==> config.mk <==
export PLATFORM = sky130hd
export DESIGN_NAME = clk_div_detector
export DESIGN_NICKNAME = d
export VERILOG_FILES = /design/src/rtl/clk_div_detector.sv
export SDC_FILE = /design/constraint.sdc
export NUM_CORES = 1
export LEC_CHECK = 0
export CORE_MARGIN = 5
export CORE_UTILIZATION = 27
export CTS_CLUSTER_DIAMETER = 80
export CTS_CLUSTER_SIZE = 25
export DETAILED_ROUTE_END_ITERATION = 10
export GPL_TIMING_DRIVEN = 0
export PLACE_DENSITY = 0.47
export SYNTH_ARGS = -nofsm -noshare
export SYNTH_HDL_FRONTEND = slang
export SYNTH_SLANG_ARGS = --single-unit
==> constraint.sdc <==
create_clock -name clk -period 3.04 [get_ports clk]
set_input_delay 0.456 -clock clk [delete_from_list [all_inputs] [get_ports clk]]
set_output_delay 0.456 -clock clk [all_outputs]
set_load 0.03 [all_outputs]
==> src/rtl/clk_div_detector.sv <==
`default_nettype none
// ============================================================================
// Module   : clk_div_detector
// Brief    : Measures the rising-edge spacing of a synchronous divided clock,
//            decodes it to a /2../16 select code and reports lock / errors.
// Revision : 1.0
// ============================================================================
module clk_div_detector #(
   parameter int COUNT_W    = 8,
   parameter int LOCK_COUNT = 3,
   parameter int TIMEOUT    = 64
) (
   input  logic               clk,
   input  logic               rst,
   input  logic               div_in,
   output logic [1:0]         sel_out,
   output logic               locked,
   output logic               err,
   output logic [COUNT_W-1:0] period_out
);

   localparam logic [COUNT_W-1:0] c_TIMEOUT = COUNT_W'(TIMEOUT);
   localparam logic [3:0]         c_LOCK    = 4'(LOCK_COUNT);

   typedef enum logic [1:0] {
      S_IDLE    = 2'd0,
      S_MEASURE = 2'd1,
      S_LOCKED  = 2'd2
   } state_t;

   state_t             r_state;
   logic               r_div_q;
   logic [COUNT_W-1:0] r_cnt;
   logic [3:0]         r_match;
   logic [1:0]         r_cand;
   logic [1:0]         r_sel;
   logic               r_locked;
   logic               r_err;
   logic [COUNT_W-1:0] r_period;

   logic               w_rise;
   logic               w_timeout;
   logic               w_valid;
   logic [1:0]         w_code;
   logic [3:0]         w_next_match;

   assign w_rise    = div_in & ~r_div_q;
   assign w_timeout = (r_cnt == c_TIMEOUT);

   // The counter value at a rise is the period; only exact powers map to a code.
   always_comb begin
      w_valid = 1'b1;
      w_code  = 2'b00;
      case (r_cnt)
         COUNT_W'(2):  w_code = 2'b00;
         COUNT_W'(4):  w_code = 2'b01;
         COUNT_W'(8):  w_code = 2'b10;
         COUNT_W'(16): w_code = 2'b11;
         default:      w_valid = 1'b0;
      endcase
   end

   assign w_next_match = ((w_code == r_cand) && (r_match != 4'd0)) ? (r_match + 4'd1) : 4'd1;

   always_ff @(posedge clk) begin
      if (rst) begin
         r_state  <= S_IDLE;
         r_div_q  <= 1'b0;
         r_cnt    <= '0;
         r_match  <= 4'd0;
         r_cand   <= 2'b00;
         r_sel    <= 2'b00;
         r_locked <= 1'b0;
         r_err    <= 1'b0;
         r_period <= '0;
      end else begin
         r_div_q <= div_in;
         r_err   <= 1'b0;

         if (w_rise) begin
            r_cnt <= COUNT_W'(1);
         end else if (!w_timeout) begin
            r_cnt <= r_cnt + COUNT_W'(1);
         end

         case (r_state)
            S_IDLE: begin
               if (w_rise) begin
                  r_state <= S_MEASURE;
                  r_match <= 4'd0;
               end
            end

            S_MEASURE: begin
               if (w_rise) begin
                  r_period <= r_cnt;
                  if (!w_valid) begin
                     r_match <= 4'd0;
                     r_err   <= 1'b1;
                  end else begin
                     r_cand  <= w_code;
                     r_match <= w_next_match;
                     if (w_next_match == c_LOCK) begin
                        r_state  <= S_LOCKED;
                        r_locked <= 1'b1;
                        r_sel    <= w_code;
                     end
                  end
               end else if (w_timeout) begin
                  r_state <= S_IDLE;
                  r_match <= 4'd0;
                  r_err   <= 1'b1;
               end
            end

            S_LOCKED: begin
               if (w_rise) begin
                  r_period <= r_cnt;
                  if (!w_valid || (w_code != r_sel)) begin
                     r_state  <= S_MEASURE;
                     r_locked <= 1'b0;
                     r_err    <= 1'b1;
                     r_cand   <= w_valid ? w_code : r_cand;
                     r_match  <= w_valid ? 4'd1 : 4'd0;
                  end
               end else if (w_timeout) begin
                  r_state  <= S_IDLE;
                  r_locked <= 1'b0;
                  r_match  <= 4'd0;
                  r_err    <= 1'b1;
               end
            end

            default: r_state <= S_IDLE;
         endcase
      end
   end

   assign sel_out    = r_sel;
   assign locked     = r_locked;
   assign err        = r_err;
   assign period_out = r_period;

endmodule
`default_nettype wire

# Word level (Yosys, flattened, before mapping)
# Index checks and enable logic that the tools add are counted.
classes:
  n_addsub: 2
  eq_ne: 21
  mux: 39
  n_bitwise: 2
  reduce_logical: 16
ops:
  columns: ["op", "n"]
  rows:
  - ["2-to-1 mux 4 bit", 7]
  - ["2-to-1 mux 2 bit", 11]
  - ["2-to-1 mux 1 bit", 15]
  - ["inequality test 2 bit (second input constant)", 7]
  - ["inequality test 3 bit (second input constant)", 4]
  - ["one-hot mux 2 bit (3 select lines)", 2]
  - ["one-hot mux 4 bit (3 select lines)", 1]
  - ["AND reduction 4 bit", 3]
  - ["adder 8 x 1 -> 8 bit (second input constant)", 1]
  - ["equality test 8 x 2 -> 1 bit (second input constant)", 1]
  - ["equality test 8 x 3 -> 1 bit (second input constant)", 1]
  - ["equality test 8 x 4 -> 1 bit (second input constant)", 1]
  - ["equality test 8 x 5 -> 1 bit (second input constant)", 1]
  - ["equality test 8 x 7 -> 1 bit (second input constant)", 1]
  - ["AND reduction 6 bit", 1]
  - ["adder 4 x 1 -> 4 bit (second input constant)", 1]
  - ["equality test 4 x 2 -> 1 bit (second input constant)", 1]
  - ["one-hot mux 1 bit (2 select lines)", 2]
  - ["one-hot mux 2 bit (2 select lines)", 1]
  - ["nonzero test 4 bit", 1]
  - ["OR reduction 2 bit", 2]
  - ["OR reduction 4 bit", 1]
  - ["AND reduction 3 bit", 1]
  - ["nonzero test 3 bit", 1]
  - ["12 further kinds", 12]
word_totals:
  reg_bits: 29
  input_bits: 3
  output_inout_bits: 12
  elab_cells: 90

# Depth between registers and ports, before layout
logic_depth:
  depth_word: 10
  depth_mapped: 10

# Worst setup path after synthesis
# Ideal clock, no wire load.
synth_path:
  kind: "reg-to-reg"
  startpoint: "register r_cnt[0]"
  endpoint: "register r_match[2]"
  setup_time_ns: 0.129
  arrival_time_ns: 2.425
  t_required_ns: 2.911
  slack_ns: 0.486
  stages_incl_launch_ff: 11
  n_path_buf: 1
  synth_period_minus_slack_ns: 2.554
  cell_sequence: "dfxtp_1 inv_1 ha_1 or4b_4 buf_6 or3_1 a211oi_2 nor2_1 and3_1 o311ai_2 o31ai_2"
synth_between:
  elab_chain_len: 8
  elab_cells_between_ends: 21
  classes_between: "eq/ne (8); mux (8); reduce/logical (5)"
synth_lines:
  columns: ["element", "line", "rtl"]
  rows:
  - ["start: declaration", "33", "logic [COUNT_W-1:0] r_cnt;"]
  - ["start signal: assignment", "83", "r_cnt <= r_cnt + COUNT_W'(1);"]
  - ["equality test 8 x 5 -> 1 bit (tied with other cells)", "54", "case (r_cnt)"]
  - ["one-hot mux 2 bit (3 select lines)", "54", null]
  - ["equality test 2 bit", "63", "assign w_next_match = ((w_code == r_cand) && (r_match != 4'd0)) ? (r_match + 4'd1) : 4'd1;"]
  - ["logical AND 1 bit", "63", null]
  - ["2-to-1 mux 4 bit", "63", null]
  - ["2-to-1 mux 4 bit", "97", "if (!w_valid) begin"]
  - ["2-to-1 mux 4 bit", "95", "if (w_rise) begin"]
  - ["one-hot mux 4 bit (3 select lines)", "86", "case (r_state)"]
  - ["end signal: assignment", "102", "r_match <= w_next_match;"]
  - ["end signal: assignment", "124", "r_match <= w_valid ? 4'd1 : 4'd0;"]
  - ["end: declaration", "34", "logic [3:0] r_match;"]
# Several ways; a longest one is shown, not always the timed one.
# A chain may end at the register's enable or synchronous reset.

# Worst setup path after layout
# Same ends and word-level chain as after synthesis.

==> metrics <==
crit share post-route=92.8%; Post-synth EDFFs=0; routability cong.=0.784; final number of setup-violating endpoints=0; share of cells above drive strength 1=10.9%; HPWL Detailed=3.51 mm; initial DRC count=34; site row count=30; Register Area=581 um2; CP startpoint kind=register; fin crit period=2820 ps; largest net degree at the start of global routing=11; slowest stage delay, CP=470 ps; Synth Register Bits=29; slew margin rel.=54.8%; crit end category=register; Initial Utilization=27.5%; most frequent cell after synthesis=dfxtp_1; vias=1619; Worst-path clk slew=70 ps; start of the worst register-to-register path=r_cnt[0]$_SDFFE_PP0P_; gr usage total=11.6%; Setup CP Type=register to register; Cell Area, Synth=1850 um2; critical path depth=10; hold-fix buffers at CTS=0; area leader, netlist=dfxtp_1; vias in the first global route=1561; die area=8600 um2; port bufs=14; CP max-delay cell=or4b_4; Fillers=704; crit path to=r_match[2]$_SDFFE_PP0P_; H-tree depth=2; met1 usage=16.3%; RR Endpoint=r_match[2]$_SDFFE_PP0P_; Worst-Skew Late Latency=280 ps; Pleak=0.727 nW; post-CTS setup buffers=0; GR Util met2=17.6%; Final Max Slew Viols=0; status=finished, final reports clean; routed vias/inst=4.95; Routed WL per cell=14.3 um; Num CTS Buffers=5; Area contributors post-synth=dfxtp_1 (31%), ha_1 (6.1%), nand2_1 (4.7%); FF-to-FF path depth=10; global-route wire length before repair=7.94 mm; Crit Path Max Fanout=8; actual slew at the worst max-slew pin=672 ps; initial antenna violation count=0; CORE AREA=6720 um2; Chip Width=92.8 um; Root Buffer=clkbuf_8; Post-Syn Instances=225; Ys Warns=0; maximum vdd drop=0.185 mV; CTS tree=yes; Multi-input gate area=1160 um2; CP Cell Sequence=inv_1 -> ha_2 -> or4b_4 -> buf_6 -> or3_1 -> a211oi_4 -> nor2_1 -> and3_1 -> o311ai_2 -> o31ai_2; Commonest cells post-synth=dfxtp_1 (29), nand2_1 (23), nor2_1 (22), a21oi_1 (14), nand3_1 (13); total of max-cap violations=0; area grow syn2layout=19.4%; Synth cell types=54; CP bufs+invs=2; syn nets=237; clk buf depth=2; Die Height=92.8 um; Routed WL=4.69 mm; syn_area_per_cell=8.22 um2; first drt pass iteration count=4; endpoints failing hold=0; r2r setup slk=220 ps; Req. time, crit path=3200 ps; RSZ-0062 raised after global routing=no; share of the synthesized area in the top cell type=31.4%; clock skew=5.08 ps; nets@finish=258; worst min path class=register to register; CP arrival=2980 ps; hold_ws=456 ps; Post-synth ARST share=0%; grt peak-use layer=met2; total power=0.915 mW; top_reg_cell synth=dfxtp_1; delay-heaviest family, CP=simple AND/OR/NAND/NOR gates; Max Clock Freq=0.355 GHz; post-synthesis sequential area ratio=31.4%; Antenna Diode Count=0; Power Dens Cells=415 nW/um2; Critical Path Source=r_cnt[0]$_SDFFE_PP0P_; clock sinks=29; DRC viols=0; Post-Route Setup TNS=0 ps; # IOs=15; grt total ovfl=0; grt met3 use=2.84%; post-route ant nets=0
==> worst min-delay path by stage <==
stage | from | endpoint | cells after the start
floorplan | r_cnt[1]$_SDFFE_PP0N_ | period_out[1]$_SDFFE_PP0P_ | 2
global placement | period_out[4]$_SDFFE_PP0P_ | period_out[4]$_SDFFE_PP0P_ | 2
detailed placement | period_out[6]$_SDFFE_PP0P_ | period_out[6]$_SDFFE_PP0P_ | 2
CTS | period_out[6]$_SDFFE_PP0P_ | period_out[6]$_SDFFE_PP0P_ | 2
global route | period_out[2]$_SDFFE_PP0P_ | period_out[2]$_SDFFE_PP0P_ | 2
finish | period_out[6]$_SDFFE_PP0P_ | period_out[6]$_SDFFE_PP0P_ | 2
==> cell usage in the layout, fill, tap and decap left out, drive strengths merged, types with 2 or more instances in the layout <==
cell type       n
dfxtp          29
nand2          23
nor2           22
clkbuf         17
a21oi          15
clkdlybuf4s50  14
nand3          13
inv            12
nor3            9
ha              9
xnor2           8
nor2b           6
mux2i           5
buf             5
or3             4
nand4           4
nand3b          3
nand2b          3
o32ai           3
o21ai           3
xor2            3
a211oi          3
nor4b           2
nor3b           2
or4             2
o32a            2
a221oi          2
o31ai           2
nor4            2
==> power by group <==
part | total [mW] | switching (mW) | internal (mW)
combinational | 0.158 | 0.101 | 0.0570
sequential | 0.399 | 0.0104 | 0.389
clock | 0.358 | 0.154 | 0.204
==> layer usage <==
layer  up-vias  share of wire (%)
met4         0               0.94
met2        16                 45
met1       760                 51
met3         6                2.6
li1        837                  -
met5         -                  0
==> logic make-up (layout without fill, tap and decap cells) <==
logic type / after synthesis / after routing / synth area share, %
multiplexers: 6 / 6 / 3.32
AND/OR/NAND/NOR: 102 / 102 / 29.5
adder cells (fa/ha/maj): 10 / 10 / 6.63
flip-flops: 29 / 29 / 31.4
AO/OA/AOI/OAI: 40 / 40 / 17.3
XOR/XNOR: 11 / 11 / 5.21
buffers and inverters: 27 / 49 / 6.63
==> repair_timing <==
| action | CTS | global route |
|---|---|---|
| setup endpoints to repair | 0 | 5 |
| gates resized for setup | 0 | 3 |
| endpoints found under the hold margin | 0 | 0 |
==> through the flow <==
stage / cell area (um2) / utilization, % / cells / setup WS [ps]
global placement: 2090 / 31.1 / 319 / 154
detailed placement: 2090 / 31.1 / 319 / 133
global route: 2210 / 32.8 / 327 / 44.9
CTS: 2190 / 32.6 / 327 / 98.2
floorplan: 1850 / - / 225 / 486
finish: 2210 / 32.8 / 327 / 220
==> tightest hold or removal path, delay by kind of cell (launching register included) <==
| family | cells | cell delay (ps) |
|---|---|---|
| flip-flops | 1 | 310 |
| AND/OR/NAND/NOR | 1 | 50 |
| AO/OA/AOI/OAI | 1 | 50 |
==> sequential cells by signal, indices dropped and copies added (netlist names) <==
register and cells:
r_div_q 1, r_cand 2, err 1, sel_out 2, r_state 2, locked 1
r_cnt 8, r_match 4, period_out 8
==> cell type report <==
| type | instances | area share (%) |
|---|---|---|
| clock inverter | 1 | 0.227 |
| multi-input combinational | 169 | 52.7 |
| clock buffer | 7 | 4.37 |
| tap | 80 | 4.54 |
| sequential | 29 | 26.3 |
| timing repair buffer | 14 | 6.35 |
| buffer | 15 | 3.51 |
| inverter | 12 | 2.04 |
Power figures use the tool's default switching activity.
